--- config.mk ---
export PLATFORM = sky130hd
export DESIGN_NAME = lab8_soc_sysinfo_slave_flat
export DESIGN_NICKNAME = d
export VERILOG_FILES = /design/src/rtl/lab8_soc_sysinfo_slave_if.sv /design/src/rtl/lab8_soc_sysinfo_slave.sv /design/src/flat_wrapper.sv
export SDC_FILE = /design/constraint.sdc
export NUM_CORES = 1
export LEC_CHECK = 0
export BUFFER_PORTS_ARGS = -buffer_cell sky130_fd_sc_hd__buf_2
export CAP_MARGIN = 30
export CORE_MARGIN = 2
export CORE_UTILIZATION = 45
export DETAILED_ROUTE_END_ITERATION = 10
export PLACE_DENSITY = 0.72
export SLEW_MARGIN = 40
export SYNTH_ARGS = -nofsm -noshare
export SYNTH_HDL_FRONTEND = slang
export SYNTH_SLANG_ARGS = --single-unit
--- constraint.sdc ---
create_clock -name clock -period 2.3 [get_ports clock]
set_clock_uncertainty 0.05 [all_clocks]
set_input_delay 0.46 -clock clock [delete_from_list [all_inputs] [get_ports clock]]
set_output_delay 0.46 -clock clock [all_outputs]
set_load 0.03 [all_outputs]
--- src/rtl/lab8_soc_sysinfo_slave_if.sv ---
`default_nettype none
// ============================================================================
//  Module   : lab8_soc_sysinfo_slave_if
//  Purpose  : Avalon-MM bus bundle for the system-info slave (no waitrequest).
//  Revision : 1.0  initial release
// ============================================================================
interface lab8_soc_sysinfo_slave_if;
    logic [2:0]  address;
    logic        read;
    logic        write;
    logic [31:0] writedata;
    logic [3:0]  byteenable;
    logic [31:0] readdata;
    logic        readdatavalid;

    modport master (
        output address, read, write, writedata, byteenable,
        input  readdata, readdatavalid
    );

    modport slave (
        input  address, read, write, writedata, byteenable,
        output readdata, readdatavalid
    );
endinterface
`default_nettype wire

--- src/rtl/lab8_soc_sysinfo_slave.sv ---
`default_nettype none
// ============================================================================
//  Module   : lab8_soc_sysinfo_slave
//  Purpose  : System-info register block: ID, timestamp, 64-bit uptime with
//             coherent high-word shadow, capability word, scratch registers.
//  Revision : 1.0  initial release
// ============================================================================
module lab8_soc_sysinfo_slave #(
    parameter logic [31:0] ID_VALUE     = 32'h5AA8_76BF,
    parameter logic [31:0] TIMESTAMP    = 32'h0000_0000,
    parameter int          NUM_SCRATCH  = 2,
    parameter int          READ_LATENCY = 1,
    parameter logic [31:0] SCRATCH_INIT = 32'h0000_0000
) (
    input  logic                           clock,
    input  logic                           reset_n,
    lab8_soc_sysinfo_slave_if.slave        s_avmm
);

    localparam logic [31:0] c_cap = {16'h0, 4'h0, 4'(READ_LATENCY), 6'h0, 2'(NUM_SCRATCH)};

    logic [63:0]       r_uptime;
    logic [31:0]       r_shadow;
    logic [2:0][31:0]  w_scratch;
    logic [31:0]       w_rdata;
    logic              w_wr_acc;

    logic [READ_LATENCY-1:0] r_vld;
    logic [31:0]             r_dat [READ_LATENCY];

    // A simultaneous read wins; the write is dropped entirely.
    assign w_wr_acc = s_avmm.write && !s_avmm.read;

    always_ff @(posedge clock) begin
        if (!reset_n) begin
            r_uptime <= 64'd0;
            r_shadow <= 32'd0;
        end else begin
            r_uptime <= r_uptime + 64'd1;
            if (s_avmm.read && (s_avmm.address == 3'd2))
                r_shadow <= r_uptime[63:32];
        end
    end

    for (genvar gi = 0; gi < 3; gi++) begin : g_scratch
        if (gi < NUM_SCRATCH) begin : g_impl
            localparam logic [2:0] c_addr = 3'(5 + gi);
            logic [31:0] r_word;

            always_ff @(posedge clock) begin
                if (!reset_n) begin
                    r_word <= SCRATCH_INIT;
                end else if (w_wr_acc && (s_avmm.address == c_addr)) begin
                    for (int b = 0; b < 4; b++) begin
                        if (s_avmm.byteenable[b])
                            r_word[8*b +: 8] <= s_avmm.writedata[8*b +: 8];
                    end
                end
            end

            assign w_scratch[gi] = r_word;
        end else begin : g_none
            assign w_scratch[gi] = 32'd0;
        end
    end

    always_comb begin
        w_rdata = 32'd0;
        case (s_avmm.address)
            3'd0:    w_rdata = TIMESTAMP;
            3'd1:    w_rdata = ID_VALUE;
            3'd2:    w_rdata = r_uptime[31:0];
            3'd3:    w_rdata = r_shadow;
            3'd4:    w_rdata = c_cap;
            3'd5:    w_rdata = w_scratch[0];
            3'd6:    w_rdata = w_scratch[1];
            3'd7:    w_rdata = w_scratch[2];
            default: w_rdata = 32'd0;
        endcase
    end

    // Data is zeroed on entry when no read is accepted, so readdata is 0
    // whenever readdatavalid is low without any output gating.
    always_ff @(posedge clock) begin
        if (!reset_n) begin
            r_vld <= '0;
            for (int s = 0; s < READ_LATENCY; s++)
                r_dat[s] <= 32'd0;
        end else begin
            r_vld[0] <= s_avmm.read;
            r_dat[0] <= s_avmm.read ? w_rdata : 32'd0;
            for (int s = 1; s < READ_LATENCY; s++) begin
                r_vld[s] <= r_vld[s-1];
                r_dat[s] <= r_dat[s-1];
            end
        end
    end

    assign s_avmm.readdata      = r_dat[READ_LATENCY-1];
    assign s_avmm.readdatavalid = r_vld[READ_LATENCY-1];

endmodule
`default_nettype wire

--- src/flat_wrapper.sv ---
// flat-port wrapper written by rule: the top's interface ports become plain ports
module lab8_soc_sysinfo_slave_flat 
#(
    parameter logic [31:0] ID_VALUE     = 32'h5AA8_76BF,
    parameter logic [31:0] TIMESTAMP    = 32'h0000_0000,
    parameter int          NUM_SCRATCH  = 2,
    parameter int          READ_LATENCY = 1,
    parameter logic [31:0] SCRATCH_INIT = 32'h0000_0000
)
  (clock, reset_n, s_avmm_address, s_avmm_read, s_avmm_write, s_avmm_writedata, s_avmm_byteenable, s_avmm_readdata, s_avmm_readdatavalid);
  lab8_soc_sysinfo_slave_if s_avmm_i ();
  input  logic clock;
  input  logic reset_n;
  input wire logic [$bits(s_avmm_i.address)-1:0] s_avmm_address;
  input wire logic [$bits(s_avmm_i.read)-1:0] s_avmm_read;
  input wire logic [$bits(s_avmm_i.write)-1:0] s_avmm_write;
  input wire logic [$bits(s_avmm_i.writedata)-1:0] s_avmm_writedata;
  input wire logic [$bits(s_avmm_i.byteenable)-1:0] s_avmm_byteenable;
  output wire logic [$bits(s_avmm_i.readdata)-1:0] s_avmm_readdata;
  output wire logic [$bits(s_avmm_i.readdatavalid)-1:0] s_avmm_readdatavalid;
  assign s_avmm_i.address = s_avmm_address;
  assign s_avmm_i.read = s_avmm_read;
  assign s_avmm_i.write = s_avmm_write;
  assign s_avmm_i.writedata = s_avmm_writedata;
  assign s_avmm_i.byteenable = s_avmm_byteenable;
  assign s_avmm_readdata = s_avmm_i.readdata;
  assign s_avmm_readdatavalid = s_avmm_i.readdatavalid;
  lab8_soc_sysinfo_slave #(.ID_VALUE(ID_VALUE), .TIMESTAMP(TIMESTAMP), .NUM_SCRATCH(NUM_SCRATCH), .READ_LATENCY(READ_LATENCY), .SCRATCH_INIT(SCRATCH_INIT)) u_core (.clock(clock), .reset_n(reset_n), .s_avmm(s_avmm_i));
endmodule
==> results of run 1 <==
## Yosys cell counts, types with 20 or more instances
master    instances
clkbuf_1         55
nand3_1          93
o21ai_0          30
xor2_1           23
or3_1            20
a21oi_1         148
nor2_1          100
inv_1            20
dfxtp_1         193
nand4_1          21
mux2i_1          27
nand2_1         170
## through the flow
step	hold WS, ns	std cells	total power (W)	utilization, %
CTS	0.2251	1354	0.006891	54.01
global route	0.2306	1356	0.007069	54.13
finish	0.2387	1356	0.006863	54.13
detailed placement	0.3962	1322	0.003805	50.53
floorplan	0.3812	1039	0.003662	-
global placement	0.3914	1322	0.003803	50.52
## critical path, cell delays in order (launching register included)
cell     delay, ns
dfxtp_1       0.37
ha_1          0.24
nand4_2       0.20
nor3_1        0.26
buf_4         0.17
nand4_1       0.22
or4_1         0.46
a21oi_1       0.14
## registers in the layout, summed over array words and instances (netlist names)
name                            count
u_core.g_scratch.g_impl.r_word     64
u_core.r_uptime                    64
u_core.r_dat                       32
u_core.r_shadow                    32
u_core.s_avmm.readdatavalid         1
## worst max path at each step
stage,endpoint,cells past startpoint
2_1_floorplan,u_core.r_uptime[42]$_SDFF_PN0_,6
3_3_place_gp,u_core.r_uptime[52]$_SDFF_PN0_,7
3_5_place_dp,u_core.r_uptime[54]$_SDFF_PN0_,5
4_1_cts,u_core.r_uptime[52]$_SDFF_PN0_,7
5_1_grt,u_core.r_uptime[42]$_SDFF_PN0_,6
6_report,u_core.r_uptime[52]$_SDFF_PN0_,7
## cells in the final DEF (no fill, tap or decap), types with 9 or more instances in the layout
master and n:
a21oi_1 148, buf_2 75, a22o_1 9, or3_1 20, buf_4 38, dfxtp_1 193
clkbuf_16 17, inv_1 20, xnor2_1 14, mux2i_1 27, o21ai_0 30, o22ai_1 13
nand4_1 21, xor2_1 23, nor2b_1 18, nand3_1 93, nand2_1 170, nor2_1 97
## per-layer routing
layer	vias to the layer above	wire length (um)	share of wire, %
li1	3738	-	-
met1	3554	9873	44
met2	270	10080	45
met3	41	1658	7.5
met4	0	626	2.8
met5	-	0	0
## timing repair
| item | in CTS | in global routing |
|---|---|---|
| setup endpoints to repair | 0 | 8 |
| setup buffers | 0 | 2 |
| gates resized for setup | 0 | 1 |
| hold endpoints to repair | 0 | 0 |
## cell type report
class / instances / area (um^2)
Sequential cell: 193 / 3864
Fill cell: 1643 / 8268
Clock buffer: 18 / 439.2
Timing Repair Buffer: 119 / 780.7
Tap cell: 229 / 286.5
Clock inverter: 14 / 187.7
Inverter: 21 / 81.33
Multi-Input combinational cell: 762 / 4118
## power groups by stage
| stage | clock (W) | sequential [W] | combinational [W] |
|---|---|---|---|
| detailed placement | 0 | 0.00345 | 0.000355 |
| CTS | 0.00316 | 0.00337 | 0.000357 |
| finish | 0.00313 | 0.00337 | 0.000361 |
| global route | 0.00330 | 0.00337 | 0.000391 |
| global placement | 0 | 0.00345 | 0.000353 |
| floorplan | 0 | 0.00347 | 0.000195 |
## cells by family after synthesis
| kind of cell | after synthesis | synth area share (%) |
|---|---|---|
| AO/OA/AOI/OAI | 221 | 14.63 |
| flip-flops | 193 | 46.63 |
| buffers and inverters | 84 | 3.836 |
| XOR/XNOR | 37 | 3.911 |
| multiplexers | 28 | 3.398 |
| adder cells (fa/ha/maj) | 1 | 0.1510 |
| AND/OR/NAND/NOR | 475 | 27.44 |
==> out/qor.csv, run 1 <==
metric,value,unit
CTS tree,done,
r2r setup slk,0.13,ns
WP data required,2.61,ns
vias,7603,
FF-to-FF End,u_core.r_uptime[52]$_SDFF_PN0_,
Yosys cell types,42,
n_diodes,0,
Clk Tree Root Cell,clkbuf_16,
Initial Utilization,45.97,%
CP endpoint kind,flip-flop,
CP Launch Point,u_core.r_uptime[1]$_SDFF_PN0_,
final hold vios,0,
# DRC,0,
R2R depth,7,
initial antenna violation count,0,
NumNets Final,1158,
FF-to-FF Start,u_core.r_uptime[1]$_SDFF_PN0_,
Max H-tree Level,4,
Core ar.,18020,um^2
Longest Clk Path Bufs,2,
CTS Hold Buffers Added,0,
detailed placer's ending HPWL,15820,um
Placement Setup Slack,0.1232,ns
RSZ-0062 raised after global routing,no,
Worst Hold End,u_core.g_scratch[0].g_impl.r_word[15]$_SDFFE_PN0P_,
P_int,0.005325,W
Die Width,139.7,um
vias in the first global route,6936,
asr flop ratio synth,0,%
clock-pin transition on the worst setup and hold timing paths,0.07,ns
Syn Nets,1083,
Switching Power,0.001538,W
switching share of power,22.42,%
Leak,3.481,nW
Total Wirelength,22240,um
Setup Total Neg Slack,0,ns
sequential area share after synthesis,46.63,%
Post-Syn Area,8285,um^2
result of the run,finished clean,
instance area at placement,9109,um^2
Max Transition Viols Final,0,
Max IR drop VDD,0.0006701,V
Worst-Margin Slew,0.6387,ns
DR iter-0 viols,758,
combinational share of power,5.3,%
Vias/cell,5.607,
DR pass1 iterations,5,
Yosys warning count,0,
min Tclk post-route,2.174,ns
Slew HR,57.38,%
final instance area,9757,um^2
"Top FF cell, synth",dfxtp_1,
sequential share of power,49.2,%
GR peak layer,met2,
final setup fails,0,
Max-cap violations,0,
post-synth top area share,46.63,%
clk sinks,193,
"EDFF count, synth",0,
Area Growth Syn to Fin,17.76,%
global route total overflow,0,
crit start category,flip-flop,
Inserted Clock Buffers,17,
grt met3 use,4.749,%
largest net degree at the start of global routing,48,
setup ws final,0.1259,ns
worst hold stages,3,
crit path DAT,2.49,ns
cell accounting for the most synthesized area,dfxtp_1,
"FF+latch count, synth",193,
row count,49,
placer congestion estimate,0.8682,
Post-Syn Area per Cell,7.974,um^2
f_max,0.4600,GHz
"antenna viol nets, final",0,
# IOs,76,
clock power share,45.6,%
global-route wire length before repair,35700,um
grt met1 use,30.57,%
power per cell area,703.4,nW/um^2
Die ar.,19510,um^2
synth top area cells,"dfxtp_1 (47%), a21oi_1 (8.9%), nand2_1 (7.7%), nand3_1 (5.6%), nor2_1 (4.5%)",
routed len/inst,16.40,um
later-pin clock latency in the skew report,0.43,ns
Total GRT Usage,22.70,%
die height,139.7,um
critical path class,reg2reg,
Tcrit/Tclk final,94.52,%
crit-path max FO,6,
HP Class,in2reg,
min-delay src,s_avmm_writedata[15],
cell count after synthesis,1039,
share of cells above drive strength 1,15.00,%
routing usage on met2,35.66,%
PortBufs,75,
(Power assumes the default switching activity.)
==> run 2, diff against run 1 <==
--- a/config.mk
+++ b/config.mk
@@ -8,9 +8,9 @@
 export BUFFER_PORTS_ARGS = -buffer_cell sky130_fd_sc_hd__buf_2
 export CAP_MARGIN = 30
 export CORE_MARGIN = 2
-export CORE_UTILIZATION = 45
+export CORE_UTILIZATION = 59
 export DETAILED_ROUTE_END_ITERATION = 10
-export PLACE_DENSITY = 0.72
+export PLACE_DENSITY = 0.88
 export SLEW_MARGIN = 40
 export SYNTH_ARGS = -nofsm -noshare
 export SYNTH_HDL_FRONTEND = slang
==> out/qor.csv, run 2 (synthesized netlist as in run 1, its figures left out) <==
metric,value,unit
result of the run,finished clean,
die height,122.5,um
uppermost layer routed,met4,
Worst-Margin Slew,0.6879,ns
r2r setup slk,0.04,ns
Post-Layout Cell Count,1301,
combinational share of power,5.5,%
Max H-tree Level,4,
Slew HR,54.09,%
Metal-1 WL,9378,um
Largest regs,"u_core.g_scratch.g_impl.r_word: 64 flops, u_core.r_uptime: 64 flops",
detailed placer's ending HPWL,15630,um
R2R depth,6,
placed cell count,1267,
NumNets Final,1154,
PortBufs,75,
Max-cap violations,0,
share of cells above drive strength 1,14.90,%
CP Launch Point,u_core.r_uptime[1]$_SDFF_PN0_,
switching share of power,22.25,%
Inserted Clock Buffers,17,
Die ar.,15010,um^2
Die Width,122.5,um
Max Transition Viols Final,0,
Vias/cell,6.253,
crit-path max FO,6,
setup ws final,0.04267,ns
global route total overflow,0,
largest net degree at the start of global routing,48,
"antenna viol nets, final",0,
initial antenna violation count,0,
"commonest non-fill, non-tap cells in the layout","dfxtp_1 (192), nand2_1 (170), a21oi_1 (148)",
clock power share,43.6,%
placer congestion estimate,0.9172,
final hold vios,0,
sequential share of power,50.9,%
FF-to-FF Start,u_core.r_uptime[1]$_SDFF_PN0_,
min Tclk post-route,2.257,ns
Total Wirelength,23610,um
Clk Tree Root Cell,clkbuf_16,
Leak,3.439,nW
critical path class,reg2reg,
routed len/inst,18.14,um
CP endpoint kind,flip-flop,
WP data required,2.61,ns
crit start category,flip-flop,
# IOs,76,
# DRC,0,
row count,43,
global-route wire length before repair,36890,um
clk sinks,193,
Longest Clk Path Bufs,2,
Layout fillers,1007,
Placement Setup Slack,0.01468,ns
metal2 WL,11080,um
f_max,0.4430,GHz
Switching Power,0.001476,W
Tcrit/Tclk final,98.14,%
Area Growth Syn to Fin,16.46,%
"commonest non-fill, non-tap cell in the layout",dfxtp_1,
FF-to-FF End,u_core.r_uptime[42]$_SDFF_PN0_,
power per cell area,687.3,nW/um^2
later-pin clock latency in the skew report,0.44,ns
HP Class,in2reg,
vias in the first global route,7375,
final setup fails,0,
crit path DAT,2.56,ns
n_diodes,0,
Initial Utilization,60.16,%
Core ar.,13770,um^2
clock-pin transition on the worst setup and hold timing paths,0.07,ns
Max IR drop VDD,0.0005407,V
vias,8135,
CTS tree,done,
DR WL met3,2299,um
DR pass1 iterations,7,
DR iter-0 viols,1045,
P_int,0.005156,W
Critical path destination,u_core.r_uptime[42]$_SDFF_PN0_,
Total GRT Usage,31.37,%
run 2: final cells by class:
class                           count  area, um^2  area share [%]
Tap cell                          180       225.2           2.334
Inverter                           21       81.33          0.8428
Timing Repair Buffer              115       750.7           7.780
Multi-Input combinational cell    762        4150           43.01
Clock inverter                      4       47.55          0.4927
Clock buffer                       26       529.3           5.485
Sequential cell                   193        3865           40.05
run 2: worst min-delay path by stage:
stage                                                            startpoint                                                  to  cells after the start
after floorplan           u_core.g_scratch[1].g_impl.r_word[1]$_SDFFE_PN0P_   u_core.g_scratch[1].g_impl.r_word[1]$_SDFFE_PN0P_                      2
after global placement    u_core.g_scratch[1].g_impl.r_word[1]$_SDFFE_PN0P_   u_core.g_scratch[1].g_impl.r_word[1]$_SDFFE_PN0P_                      2
after detailed placement                    u_core.r_shadow[2]$_SDFFE_PN0P_                     u_core.r_shadow[2]$_SDFFE_PN0P_                      2
after CTS                                               s_avmm_writedata[2]   u_core.g_scratch[0].g_impl.r_word[2]$_SDFFE_PN0P_                      3
after global routing                                    s_avmm_writedata[3]   u_core.g_scratch[1].g_impl.r_word[3]$_SDFFE_PN0P_                      3
final                                                  s_avmm_writedata[23]  u_core.g_scratch[0].g_impl.r_word[23]$_SDFFE_PN0P_                      3
run 2: repair_timing:
action / 4_1_cts / 5_1_grt
pin swaps: 0 / 3
endpoints found under the setup margin: 1 / 17
resized for setup: 1 / 7
endpoints found under the hold margin: 0 / 0
buffers inserted: 0 / 4
hold buffers: 0 / 0
run 2: power by group through the flow:
| stage | Sequential, W | Combinational [W] | Clock (W) |
|---|---|---|---|
| 2_1_floorplan | 0.00347 | 0.000195 | 0 |
| 3_3_place_gp | 0.00345 | 0.000341 | 0 |
| 3_5_place_dp | 0.00345 | 0.000347 | 0 |
| 4_1_cts | 0.00338 | 0.000351 | 0.00288 |
| 5_1_grt | 0.00338 | 0.000385 | 0.00303 |
| 6_report | 0.00338 | 0.000363 | 0.00289 |
run 2: per-stage QoR:
step | instance area, um^2 | total power [W] | setup TNS, ns | util [%] | hold slack, ns
final | 9649 | 0.006632 | 0 | 70.06 | 0.2305
after global routing | 9649 | 0.006789 | -0.1420 | 70.06 | 0.2445
after CTS | 9582 | 0.006608 | 0 | 69.57 | 0.2314
after detailed placement | 9000 | 0.003799 | 0 | 65.34 | 0.3940
after global placement | 9000 | 0.003791 | 0 | 65.34 | 0.3880
after floorplan | 8285 | 0.003662 | 0 | - | 0.3812
run 2: layer usage:
layer | vias to the layer above | global-route usage (%)
met3 | 82 | 6.041
met4 | 0 | 15.01
met2 | 500 | 50.59
met5 | - | 0
li1 | 3739 | -
met1 | 3814 | 40.42
run 2: worst max-delay path: stages, from the launching register on:
cell and delay, ns:
dfxtp_1 0.40, ha_2 0.27, nand4_4 0.16, nor3_1 0.43, nand2_1 0.19, or4_1 0.52, a21oi_1 0.17
